[config.mk]
export PLATFORM = sky130hd
export DESIGN_NAME = puf_challenge_seq
export DESIGN_NICKNAME = d
export VERILOG_FILES = /design/src/rtl/puf_challenge_seq.sv
export SDC_FILE = /design/constraint.sdc
export NUM_CORES = 1
export LEC_CHECK = 0
export CAP_MARGIN = 10
export CORE_UTILIZATION = 52
export DETAILED_ROUTE_END_ITERATION = 7
export PLACE_DENSITY = 0.88
export SETUP_SLACK_MARGIN = 0.4
export SLEW_MARGIN = 20
export SYNTH_ARGS = -nofsm -noshare
export SYNTH_HDL_FRONTEND = slang
export SYNTH_SLANG_ARGS = --single-unit
export TNS_END_PERCENT = 10
[constraint.sdc]
create_clock -name count_clk -period 2.8 [get_ports count_clk]
set_clock_uncertainty 0.15 [all_clocks]
set_input_delay 0.56 -clock count_clk [delete_from_list [all_inputs] [get_ports count_clk]]
set_output_delay 0.56 -clock count_clk [all_outputs]
set_load 0.02 [all_outputs]
[src/rtl/puf_challenge_seq.sv]
// puf_challenge_seq -- drives LFSR-derived challenges to a PUF and returns
// each challenge/response pair through a valid/ready output port.
//
// Each run issues NUM_CHAL challenges. Before a challenge is issued, its
// parity is forced to differ from the previous challenge. This guarantees
// that the value on `challenge` always changes, so the PUF always starts
// a new evaluation. `challenge` keeps its value between runs so this
// parity rule also holds across run boundaries.
//
// Optional feature: define PUF_SEQ_TIMEOUT_EN to add a watchdog. When it
// is enabled, a run that waits TIMEOUT_CYCLES cycles for the PUF sets the
// sticky `err` flag and ends. When it is not defined, `err` is tied low
// and the sequencer waits for the PUF indefinitely.
//
// Reset is asynchronous and active-high.
module puf_challenge_seq #(
  parameter int NUM_CHAL       = 16,
  parameter int TIMEOUT_CYCLES = 1048576
) (
  input  logic       count_clk,
  input  logic       reset,
  input  logic       start,
  input  logic [7:0] seed,
  output logic [7:0] challenge,
  input  logic       puf_done,
  input  logic [7:0] puf_response,
  output logic       resp_valid,
  input  logic       resp_ready,
  output logic [7:0] resp_data,
  output logic [7:0] resp_challenge,
  output logic [7:0] resp_idx,
  output logic       busy,
  output logic       done,
  output logic       err
);

  // Reject parameter values that the 8-bit index or the counter cannot represent.
  if (NUM_CHAL < 1 || NUM_CHAL > 255) begin : g_bad_num_chal
    $error("puf_challenge_seq: NUM_CHAL must be in 1..255");
  end
  if (TIMEOUT_CYCLES < 1) begin : g_bad_timeout
    $error("puf_challenge_seq: TIMEOUT_CYCLES must be >= 1");
  end

  localparam logic [7:0] LAST_IDX = 8'(NUM_CHAL - 1);

  typedef enum logic [2:0] {
    IDLE      = 3'd0,
    ISSUE     = 3'd1,
    WAIT_BUSY = 3'd2,
    WAIT_DONE = 3'd3,
    OUTPUT    = 3'd4,
    FINISH    = 3'd5
  } state_t;

  state_t     state, state_next;
  logic       puf_sync1, puf_sync2;
  logic [7:0] lfsr;
  logic [7:0] lfsr_next;
  logic [7:0] chal_cand;
  logic       timeout_hit;

  // Bring the asynchronous puf_done flag into the count_clk domain.
  always_ff @(posedge count_clk or posedge reset) begin
    // NOTE: flops take non-blocking (<=) assignments, so every flop samples
    // values from before the clock edge, regardless of statement order.
    if (reset) begin
      puf_sync1 <= 1'b0;
      puf_sync2 <= 1'b0;
    end else begin
      puf_sync1 <= puf_done;
      puf_sync2 <= puf_sync1;
    end
  end

  // Compute the next LFSR value: shift left, and feed taps 7,5,4,3 back into bit 0.
  assign lfsr_next = {lfsr[6:0], lfsr[7] ^ lfsr[5] ^ lfsr[4] ^ lfsr[3]};

  // Compute the candidate challenge: flip bit 0 when the LFSR value has the
  // same parity as the current challenge, so that the PUF always sees a
  // different value.
  assign chal_cand = lfsr ^ {7'b0, ~((^lfsr) ^ (^challenge))};

  assign busy = (state != IDLE);
  assign done = (state == FINISH);

`ifdef PUF_SEQ_TIMEOUT_EN
  localparam int TMO_W = $clog2(TIMEOUT_CYCLES + 1);
  logic [TMO_W-1:0] tmo_cnt;

  assign timeout_hit = ((state == WAIT_BUSY) || (state == WAIT_DONE)) &&
                       (tmo_cnt == TMO_W'(TIMEOUT_CYCLES - 1));

  // Run the watchdog. The counter clears on entry to WAIT_BUSY and counts
  // while the sequencer waits for the PUF. err is sticky until the next
  // accepted start.
  always_ff @(posedge count_clk or posedge reset) begin
    if (reset) begin
      tmo_cnt <= '0;
      err     <= 1'b0;
    end else begin
      case (state)
        IDLE:      if (start) err <= 1'b0;
        ISSUE:     tmo_cnt <= '0;
        WAIT_BUSY,
        WAIT_DONE: begin
          tmo_cnt <= tmo_cnt + 1'b1;
          if (timeout_hit) err <= 1'b1;
        end
        default:   ;
      endcase
    end
  end
`else
  assign timeout_hit = 1'b0;
  assign err         = 1'b0;
`endif

  // FSM state register.
  always_ff @(posedge count_clk or posedge reset) begin
    if (reset) state <= IDLE;
    else       state <= state_next;
  end

  // FSM next-state logic.
  always_comb begin
    // NOTE: assign a default before the case statement, so that no path
    // leaves state_next unassigned and no latch is inferred.
    state_next = state;
    case (state)
      IDLE:      if (start) state_next = ISSUE;
      ISSUE:     state_next = WAIT_BUSY;
      WAIT_BUSY: begin
        if (timeout_hit)     state_next = FINISH;
        else if (!puf_sync2) state_next = WAIT_DONE;
      end
      WAIT_DONE: begin
        if (timeout_hit)     state_next = FINISH;
        else if (puf_sync2)  state_next = OUTPUT;
      end
      OUTPUT: begin
        if (resp_ready) state_next = (resp_idx == LAST_IDX) ? FINISH : ISSUE;
      end
      FINISH:    state_next = IDLE;
      default:   state_next = IDLE;
    endcase
  end

  // Datapath registers: LFSR, challenge, captured response pair and index.
  always_ff @(posedge count_clk or posedge reset) begin
    if (reset) begin
      lfsr           <= 8'h01;
      challenge      <= 8'h00;
      resp_valid     <= 1'b0;
      resp_data      <= 8'h00;
      resp_challenge <= 8'h00;
      resp_idx       <= 8'h00;
    end else begin
      case (state)
        IDLE: begin
          if (start) begin
            lfsr     <= (seed == 8'h00) ? 8'h01 : seed;
            resp_idx <= 8'h00;
          end
        end
        ISSUE: begin
          challenge <= chal_cand;
          lfsr      <= lfsr_next;
        end
        WAIT_DONE: begin
          if (puf_sync2 && !timeout_hit) begin
            resp_data      <= puf_response;
            resp_challenge <= challenge;
            resp_valid     <= 1'b1;
          end
        end
        OUTPUT: begin
          if (resp_ready) begin
            resp_valid <= 1'b0;
            if (resp_idx != LAST_IDX) resp_idx <= resp_idx + 8'd1;
          end
        end
        default: ;
      endcase
    end
  end

endmodule

* Yosys cells after proc, flatten, opt, wreduce, memory -nomap -nowiden
Cells that the tools add are included.
** Storage, ports and cells
- Bits in registers :: 46
- Input port bits :: 21
- Output and inout port bits :: 36
- Word-level logic and storage cells :: 57
** Cells by class
- $add $sub $neg :: 1
- Eq/ne operators :: 12
- Multiplexer cells :: 16
- Bitwise operators :: 6
- Reduce and logical (&&, ||, !) cells :: 13
** Operator list (count)
- $mux W8 :: 5
- $pmux W8 S2 :: 2
- $reduce_xor A8 Y1 :: 2
- $mux W3 :: 5
- $pmux W3 S5 :: 1
- $ne A2 B2 Y1 const B :: 5
- $add A8 B1 Y8 const B :: 1
- $eq A8 B4 Y1 const B :: 1
- $logic_not A8 Y1 :: 1
- $ne A8 B4 Y1 const B :: 1
- $reduce_and A4 Y1 :: 2
- $xor A8 B1 Y8 :: 1
- $eq A3 B2 Y1 const B :: 2
- $eq A3 B3 Y1 const B :: 2
- $reduce_bool A2 Y1 :: 3
- $reduce_and A2 Y1 :: 2
- $xor A1 B1 Y1 :: 4
- $eq A3 B1 Y1 const B :: 1
- $logic_not A3 Y1 :: 1
- $reduce_and A3 Y1 :: 1
- $reduce_bool A3 Y1 :: 1
- $mux W1 :: 2
- $pmux W1 S2 :: 1
- $not A1 Y1 :: 1

* Depth between registers and ports, before layout
Gate-level depths: netlist (run 1).
- Word-level depth :: 4
- Gate-level depth with buffers :: 6
- Depth with buffers taken out :: 5

* Worst setup path after synthesis (run 1)
Ideal clock, no wire load.
- Path type :: flip-flop to flip-flop
- Start :: reg resp_idx[4]
- End :: reg resp_idx[0]
- Library setup time :: 0.125 ns
- Data arrival time :: 1.491 ns
- Data required time :: 2.525 ns
- Path slack :: 1.035 ns
- Cell stages (with the launch flop) :: 6
- Buffers on the path :: 0
- Period minus slack after synthesis :: 1.765 ns
- Path through :: dfrtp_1 > nor4_4 > a31o_4 > nand2_1 > nand2_1 > mux2_2
** Between the ends
- Cells in the longest elaborated chain, start to end :: 3
** RTL lines
- start: declaration :: line 31 : output logic [7:0] resp_idx,
- start signal: assignment :: line 180 : if (resp_idx != LAST_IDX) resp_idx <= resp_idx + 8'd1;
- $ne A8 B4 Y1 :: line 180
- $ne A2 B2 Y1 (no line)
- $reduce_and A4 Y1 (no line)
No other way between the ends.
A chain may end at the register's enable or synchronous reset.

* Worst setup path in the final report (run 1)
- Start :: reg state[1]
- End :: out done
** Between the ends
- Cells in the longest elaborated chain, start to end :: 1
** RTL lines
- start: declaration :: line 56 : state_t state, state_next;
- start signal: assignment :: line 122 : else state <= state_next;
- $eq A3 B3 Y1 :: line 85 : assign done = (state == FINISH);
- end: declaration :: line 33 : output logic done,
No other way between the ends.

==> impl_metrics.ini, run 1 <==
[cts]
ctsHtreeMaxLevel = 2
clockBufferDepth = 2
post-cts-setup-buffer-count = 0
path_clk_slew_ps = 80
holdBufCountCts = 0
cts_inserted_buffers = 5
cts_tree = done
cts_resized = 2
root_buffer = clkbuf_8
cts_sinks = 46
clk-insertion-delay-late_ps = 290

[grt]
grt_pass1_wl_mm = 7.35
grt_pass1_vias = 1593
grt.overflow.total = 0
grt_max_degree = 47
antenna_found_initial = 0
gr-usage-all-layers_pct = 23.0

[layout]
antenna_cells = 0
n_fill_cell = 290
syn_to_final_growth_pct = 31.5
final_nets = 262
drive_gt1_share_pct = 16.6
fin_util_pct = 74.0

[logic_synthesis]
yosysWarningCount = 0
ys_ff_latch = 46
netlist_area_um2 = 2140
synth-edff-count = 0
ys.flop_type = dfrtp_1
syn_inst = 184
synth_top_area_share_pct = 52.7
ys_seq_area_share_pct = 53.9
synth_fp_nets = 206
async_flop_share_pct = 100
synth.avg_cell_area_um2 = 11.6
yosysUniqueCellTypes = 38
synth_area_leaders = dfrtp_1, mux2_2, xnor2_1
yosys.area.top_type = dfrtp_1

[routing]
route.final.wire_length_mm = 4.35
met3_length_um = 228
m1WireLength_mm = 1.85
wl_per_cell_um = 15.0
wl_met2_mm = 2.20
via_count = 1568
via_per_inst = 5.43
drcViolationCount = 0
drtPass1Iterations = 4
ant_nets = 0
highest_layer = met4
drtIter0Drc = 79

[setup_path]
crit_path_max_fanout = 6
slowest_stage = clkdlybuf4s50_1
slowest_delay_ps = 600
critPathLaunchType = register
worstPathCellList = and3b_1 > clkdlybuf4s50_1
cp.arrival_ps = 1560
cp_top_family = buffers and inverters
crit_buf_inv = 1
required_ps = 2090
critPathKind = reg2out
endpoint_kind = output port

[placement]
hpwl_mm = 3.11
portBuffers = 55
place.gp.congestion = 0.837

[timing]
finalHoldViolations = 0
slew_violations = 0
rsz0062_at_grt = no
fin_crit_ps = 2270
worst_pin_slew_ps = 901
period_share_pct = 80.9
totalNegativeSetupSlack_ps = 0
max_slew_margin_pct = 39.9
fmax_mhz = 441
setup_viol = 0

[floorplanning]
core_area_um2 = 3800
io-pin-count = 57
fp.dieW_um = 66.1
die_h_um = 66.1
start_util_pct = 56.3
die-area_um2 = 4370
num_rows = 22

[status]
status = finished, final reports clean

[pwr]
combPwrFrac_pct = 49.7
p_leak_nw = 1.20
p_int_mw = 2.07
clockPowerShare_pct = 14.3
power_mw = 3.30
ir_worst_vdd_v = 0.000710
netSwitchingFraction_pct = 37.2
seqPwrFrac_pct = 36.0
powerDensity_nw_per_um2 = 1180
switching_power_mw = 1.23

[worst_hold_path]
min_path_type = reg2reg

[run]
cap_violations = 0
sequential cells by signal, summed over array words and instances (netlist names):
| name | cells |
|---|---|
| resp_data | 8 |
| resp_challenge | 8 |
| resp_idx | 8 |
| puf_sync2 | 1 |
| state | 3 |
| puf_sync1 | 1 |
| challenge | 8 |
| lfsr | 8 |
| resp_valid | 1 |
cells in the mapped netlist, types with 2 or more instances:
| library cell | n |
|---|---|
| nand2_1 | 24 |
| a21oi_1 | 6 |
| inv_1 | 5 |
| buf_2 | 2 |
| o21ai_0 | 6 |
| a22oi_1 | 5 |
| mux2_2 | 22 |
| nand2b_1 | 2 |
| buf_6 | 2 |
| nand3_1 | 4 |
| and3_1 | 2 |
| nor3_1 | 5 |
| nor2_1 | 8 |
| dfrtp_1 | 45 |
| xnor2_1 | 17 |
| buf_4 | 3 |
| nand4_1 | 3 |
| xor2_1 | 2 |
| nor2b_1 | 2 |
worst register-to-register path, stage by stage, from the launching register on:
cell and delay (ps):
dfrtp_1 420, and3_1 200, nand2b_1 640, mux2_2 430
kinds of logic (layout without fill, tap and decap cells):
kind of cell / Yosys count / in the layout / share of synthesized area [%]
simple gates: 58 / 58 / 14.4
flops: 46 / 46 / 53.9
compound gates: 23 / 23 / 7.44
mux: 23 / 23 / 12.1
xor+xnor: 19 / 19 / 7.79
buf+inv: 13 / 70 / 3.63
fa+ha+maj: 1 / 1 / 0.585
other cells: 1 / 1 / 0.175
per-stage QoR:
| stage | std cells | cell area, um^2 | setup slack [ps] | hold slack [ps] |
|---|---|---|---|---|
| final | 289 | 2810 | 534 | 214 |
| after CTS | 289 | 2810 | 522 | 218 |
| after global routing | 289 | 2810 | 478 | 233 |
| after detailed placement | 281 | 2700 | 629 | 193 |
| after floorplan | 184 | 2140 | 1000 | 181 |
| after global placement | 281 | 2700 | 644 | 181 |
power groups by stage:
stage | Sequential (mW) | Combinational, mW | Clock [mW]
final | 1.19 | 1.64 | 0.473
after global routing | 1.23 | 1.77 | 0.506
after CTS | 1.19 | 1.66 | 0.482
after detailed placement | 1.20 | 1.66 | 0
after global placement | 1.18 | 1.62 | 0
after floorplan | 1.37 | 0.902 | 0
placed cells by master, fill, tap and decap left out, types with 2 or more instances in the layout:
| cell | instances |
|---|---|
| clkdlybuf4s50_1 | 54 |
| dfrtp_1 | 44 |
| nand2_1 | 24 |
| mux2_2 | 22 |
| xnor2_1 | 17 |
| nor2_1 | 8 |
| a21oi_1 | 6 |
| o21ai_0 | 6 |
| nor3_1 | 5 |
| a22oi_1 | 5 |
| clkbuf_8 | 5 |
| inv_1 | 4 |
| nand3_1 | 4 |
| nand4_1 | 3 |
| nor2b_1 | 2 |
| nand2b_1 | 2 |
| and3_1 | 2 |
| xor2_1 | 2 |
| clkbuf_1 | 2 |
| buf_4 | 2 |
final timing paths:
kind                                            from                       endpoint  slack [ps]  depth (start not counted)
worst min-delay path             puf_sync1$_DFF_PP0_            puf_sync2$_DFF_PP0_         210                          0
max in group asynchronous                      reset           state[2]$_DFFE_PP0P_        1510                          3
min in group asynchronous                      reset       resp_data[0]$_DFFE_PP0P_         580                          3
worst max register to register  state[0]$_DFFE_PP0P_  resp_challenge[4]$_DFFE_PP0P_         860                          3
worst min register to register   puf_sync1$_DFF_PP0_            puf_sync2$_DFF_PP0_         210                          0
worst max-delay path            state[1]$_DFFE_PP0P_                           done         530                          2
final cells by class:
| type | count | area (um^2) | area share [%] |
|---|---|---|---|
| Clock buffer | 7 | 76.3 | 2.72 |
| Tap cell | 48 | 60.1 | 2.14 |
| Sequential cell | 46 | 1150 | 41.1 |
| Timing Repair Buffer | 57 | 564 | 20.1 |
| Clock inverter | 1 | 30.0 | 1.07 |
| Multi-Input combinational cell | 125 | 907 | 32.3 |
| Inverter | 5 | 18.8 | 0.668 |
layer usage:
layer | vias to the layer above | global-route usage [%]
met2 | 58 | 38.3
met1 | 765 | 28.7
met4 | 0 | 9.04
met3 | 7 | 5.52
met5 | - | 0
li1 | 738 | -
(Power assumes the default switching activity.)
==> run 2, diff against run 1 <==
- CORE_UTILIZATION: 52 -> 48
- PLACE_DENSITY: 0.88 -> 0.82
- clock period: 2.8 -> 2.2 ns (I/O delays scaled with it)
==> impl_metrics.ini, run 2 (synthesized netlist as in run 1, its figures left out) <==
[placement]
place.gp.congestion = 0.806
placedCellCount = 288
placed_area_um2 = 2770
hpwl_mm = 2.97
portBuffers = 55
preCtsSetupSlack_ps = 222

[setup_path]
critPathLaunchType = register
crit_buf_inv = 1
worst_r2r_path_depth = 5
r2r-end = resp_idx[6]$_DFFE_PP0P_
slowest_stage = clkdlybuf4s50_1
crit_start = resp_idx[1]$_DFFE_PP0P_
r2r_slack_ps = 430
crit_path_max_fanout = 6
required_ps = 1610
endpoint_kind = output port
worstPathCellList = clkdlybuf4s50_1
critPathKind = reg2out
cp.arrival_ps = 1390
cp_top_family = buffers and inverters
worstReg2RegStart = resp_idx[0]$_DFFE_PP0P_
slowest_delay_ps = 640

[cts]
root_buffer = clkbuf_8
cts_inserted_buffers = 5
ctsHtreeMaxLevel = 2
cts_sinks = 46
post-cts-setup-buffer-count = 0
holdBufCountCts = 0
clk-insertion-delay-late_ps = 290
clockBufferDepth = 2
path_clk_slew_ps = 80
cts_tree = done

[grt]
met3_usage_pct = 4.28
grt_max_degree = 23
gr-usage-all-layers_pct = 19.1
met2_usage_pct = 29.9
grt.overflow.total = 0
met1_usage_pct = 25.6
grt_pass1_wl_mm = 6.49
antenna_found_initial = 0
busiest_layer = met2
grt_pass1_vias = 1387

[worst_hold_path]
min_path_type = reg2reg
min_path_cells = 0
hold-path-endpoint = puf_sync2$_DFF_PP0_
min-delay-start = puf_sync1$_DFF_PP0_

[pwr]
ir_worst_vdd_v = 0.000748
power_mw = 4.23
p_leak_nw = 1.29
powerDensity_nw_per_um2 = 1470

[timing]
totalNegativeSetupSlack_ps = 0
fmax_mhz = 505
fin_ws_ps = 221
rsz0062_at_grt = yes
finalHoldViolations = 0
fin_crit_ps = 1980
holdWs_ps = 206
period_share_pct = 90.0
slew_violations = 0
setup_viol = 0

[floorplanning]
fp.dieW_um = 68.7
start_util_pct = 51.6
die_h_um = 68.7
die-area_um2 = 4720
num_rows = 23
io-pin-count = 57
core_area_um2 = 4140

[routing]
drcViolationCount = 0
route.final.wire_length_mm = 4.08
ant_nets = 0
wl_per_cell_um = 13.8
drtPass1Iterations = 4
via_per_inst = 5.21
via_count = 1543
drtIter0Drc = 104

[layout]
fin_cells = 296
final_nets = 267
fin_util_pct = 69.4
layout_common_cells = clkdlybuf4s50_1, dfrtp_1, nand2_1
antenna_cells = 0
stdcell_area_um2 = 2880
syn_to_final_growth_pct = 34.5
drive_gt1_share_pct = 19.5
final_common_cell = clkdlybuf4s50_1

[run]
cap_violations = 0

[status]
status = finished, final reports clean
-- run 2: cell types whose count changed in the layout (fill, tap and decap cells not counted), moves of 2 or more --
| cell | change |
|---|---|
| clkbuf_1 | -2 |
| clkinv_2 | +2 |
| clkdlybuf4s50_1 | -4 |
| buf_12 | +2 |
| dlymetal6s2s_1 | +2 |
| buf_4 | +2 |
-- run 2: area by class of cell --
class	count	area, um^2
flip-flops and latches	46	1150
repair buffers	62	626
well taps	50	62.6
clock inverters	3	40.0
clock buffers	5	68.8
inverters	5	18.8
fillers	331	1270
multi-input cells	125	907
-- run 2: routing by layer --
| metal | vias to the layer above | wire (um) |
|---|---|---|
| li1 | 754 | - |
| met1 | 737 | 1890 |
| met2 | 47 | 1930 |
| met3 | 5 | 208 |
| met4 | 0 | 57 |
| met5 | - | 0 |
-- run 2: worst max path at each step --
stage | end | slack, ps | cells after the start
floorplan | resp_idx[0]$_DFFE_PP0P_ | 430 | 5
global placement | busy | 270 | 2
detailed placement | resp_idx[6]$_DFFE_PP0P_ | 220 | 6
global route | resp_idx[1] | 180 | 1
finish | resp_idx[1] | 220 | 1
CTS | busy | 180 | 2
-- run 2: where the power goes --
part           leakage [nW]  internal (mW)  switching (mW)  total, mW
sequential            0.566           1.20           0.280       1.47
combinational         0.661           1.14            1.01       2.15
clock                0.0579          0.334           0.273      0.607
-- run 2: worst register-to-register path: stages, from the launching register on --
cell and delay (ps):
dfrtp_1 460, ha_1 320, a31o_4 280, a21oi_2 170
a31oi_1 110, nor3_1 200
-- run 2: repair_timing --
action | in CTS | in global routing
gates resized for setup | 8 | 3
cloned | 0 | 0
endpoints found under the setup margin | 35 | 37
==> run 3, diff against run 2 <==
- MAX_ROUTING_LAYER: not set -> met4
==> impl_metrics.ini, run 3 (synthesized netlist as in run 1, its figures left out) <==
[layout]
fin_cells = 296
antenna_cells = 0
drive_gt1_share_pct = 19.5
syn_to_final_growth_pct = 34.5
fin_util_pct = 69.4
stdcell_area_um2 = 2880
layout_common_cells = clkdlybuf4s50_1, dfrtp_1, nand2_1
n_fill_cell = 331
final_nets = 267
final_common_cell = clkdlybuf4s50_1

[setup_path]
worstReg2RegStart = resp_idx[0]$_DFFE_PP0P_
crit_path_max_fanout = 6
slowest_delay_ps = 640
crit_buf_inv = 1
worstPathCellList = clkdlybuf4s50_1
cp-endpoint = resp_idx[1]
cp.depth = 1
critPathLaunchType = register
cp_top_family = buffers and inverters
cp.arrival_ps = 1390
slowest_stage = clkdlybuf4s50_1
endpoint_kind = output port
crit_start = resp_idx[1]$_DFFE_PP0P_
worst_r2r_path_depth = 5
r2r-end = resp_idx[6]$_DFFE_PP0P_
r2r_slack_ps = 430
required_ps = 1610
critPathKind = reg2out

[routing]
drcViolationCount = 0
drtIter0Drc = 105
drtPass1Iterations = 4
wl_per_cell_um = 13.8
via_per_inst = 5.17
route.final.wire_length_mm = 4.08
via_count = 1531
ant_nets = 0

[pwr]
p_leak_nw = 1.29
powerDensity_nw_per_um2 = 1470
ir_worst_vdd_v = 0.000750

[cts]
ctsHtreeMaxLevel = 2
clockBufferDepth = 2
cts_sinks = 46
clk-insertion-delay-late_ps = 300
cts_tree = done
path_clk_slew_ps = 80
post-cts-setup-buffer-count = 0
cts_inserted_buffers = 5
root_buffer = clkbuf_8
holdBufCountCts = 0
cts_resized = 8

[timing]
totalNegativeSetupSlack_ps = 0
setup_viol = 0
fin_ws_ps = 218
fin_crit_ps = 1980
rsz0062_at_grt = yes
finalHoldViolations = 0
slew_violations = 0
fmax_mhz = 504
period_share_pct = 90.1

[floorplanning]
die_h_um = 68.7
core_area_um2 = 4140
io-pin-count = 57
num_rows = 23
start_util_pct = 51.6
die-area_um2 = 4720
fp.dieW_um = 68.7

[status]
status = finished, final reports clean

[placement]
hpwl_mm = 2.97
placed_area_um2 = 2770
portBuffers = 55
preCtsSetupSlack_ps = 222
place.gp.congestion = 0.818
placedCellCount = 288

[grt]
grt_max_degree = 23
antenna_found_initial = 0
grt_pass1_vias = 1386
grt.overflow.total = 0
grt_pass1_wl_mm = 6.51
gr-usage-all-layers_pct = 19.6

[run]
cap_violations = 0

[worst_hold_path]
min_path_type = reg2reg
run 3: layout make-up:
| class | instances | area [um^2] | area share [%] |
|---|---|---|---|
| clock inverter | 3 | 40.0 | 1.39 |
| sequential | 46 | 1150 | 40.1 |
| clock buffer | 5 | 68.8 | 2.39 |
| inverter | 5 | 18.8 | 0.653 |
| multi-input combinational | 125 | 907 | 31.5 |
| timing repair buffer | 62 | 626 | 21.8 |
| tap | 50 | 62.6 | 2.18 |
run 3: worst min path at each step:
stage | from | end | depth (start not counted)
finish | puf_sync1$_DFF_PP0_ | puf_sync2$_DFF_PP0_ | 0
CTS | puf_sync1$_DFF_PP0_ | puf_sync2$_DFF_PP0_ | 0
global route | puf_sync1$_DFF_PP0_ | puf_sync2$_DFF_PP0_ | 0
global placement | puf_sync1$_DFF_PP0_ | puf_sync2$_DFF_PP0_ | 0
detailed placement | puf_sync1$_DFF_PP0_ | puf_sync2$_DFF_PP0_ | 0
floorplan | puf_sync1$_DFF_PP0_ | puf_sync2$_DFF_PP0_ | 0
run 3: layer usage:
layer | up-vias | share of wire, % | track usage [%]
met5 | - | 0 | -
met4 | 0 | 1.6 | 7.65
met3 | 7 | 5.1 | 4.28
met2 | 43 | 47 | 29.8
met1 | 728 | 46 | 25.8
li1 | 753 | - | -
run 3: where the power goes:
part | internal, mW | total, mW | switching (mW)
combinational | 1.14 | 2.15 | 1.01
clock | 0.334 | 0.610 | 0.275
sequential | 1.20 | 1.47 | 0.279
run 3: metrics by stage:
step                hold WS, ps  total power [mW]
global placement            192              3.61
floorplan                   181              2.89
global route                227              4.52
CTS                         208              4.27
finish                      206              4.24
detailed placement          189              3.66
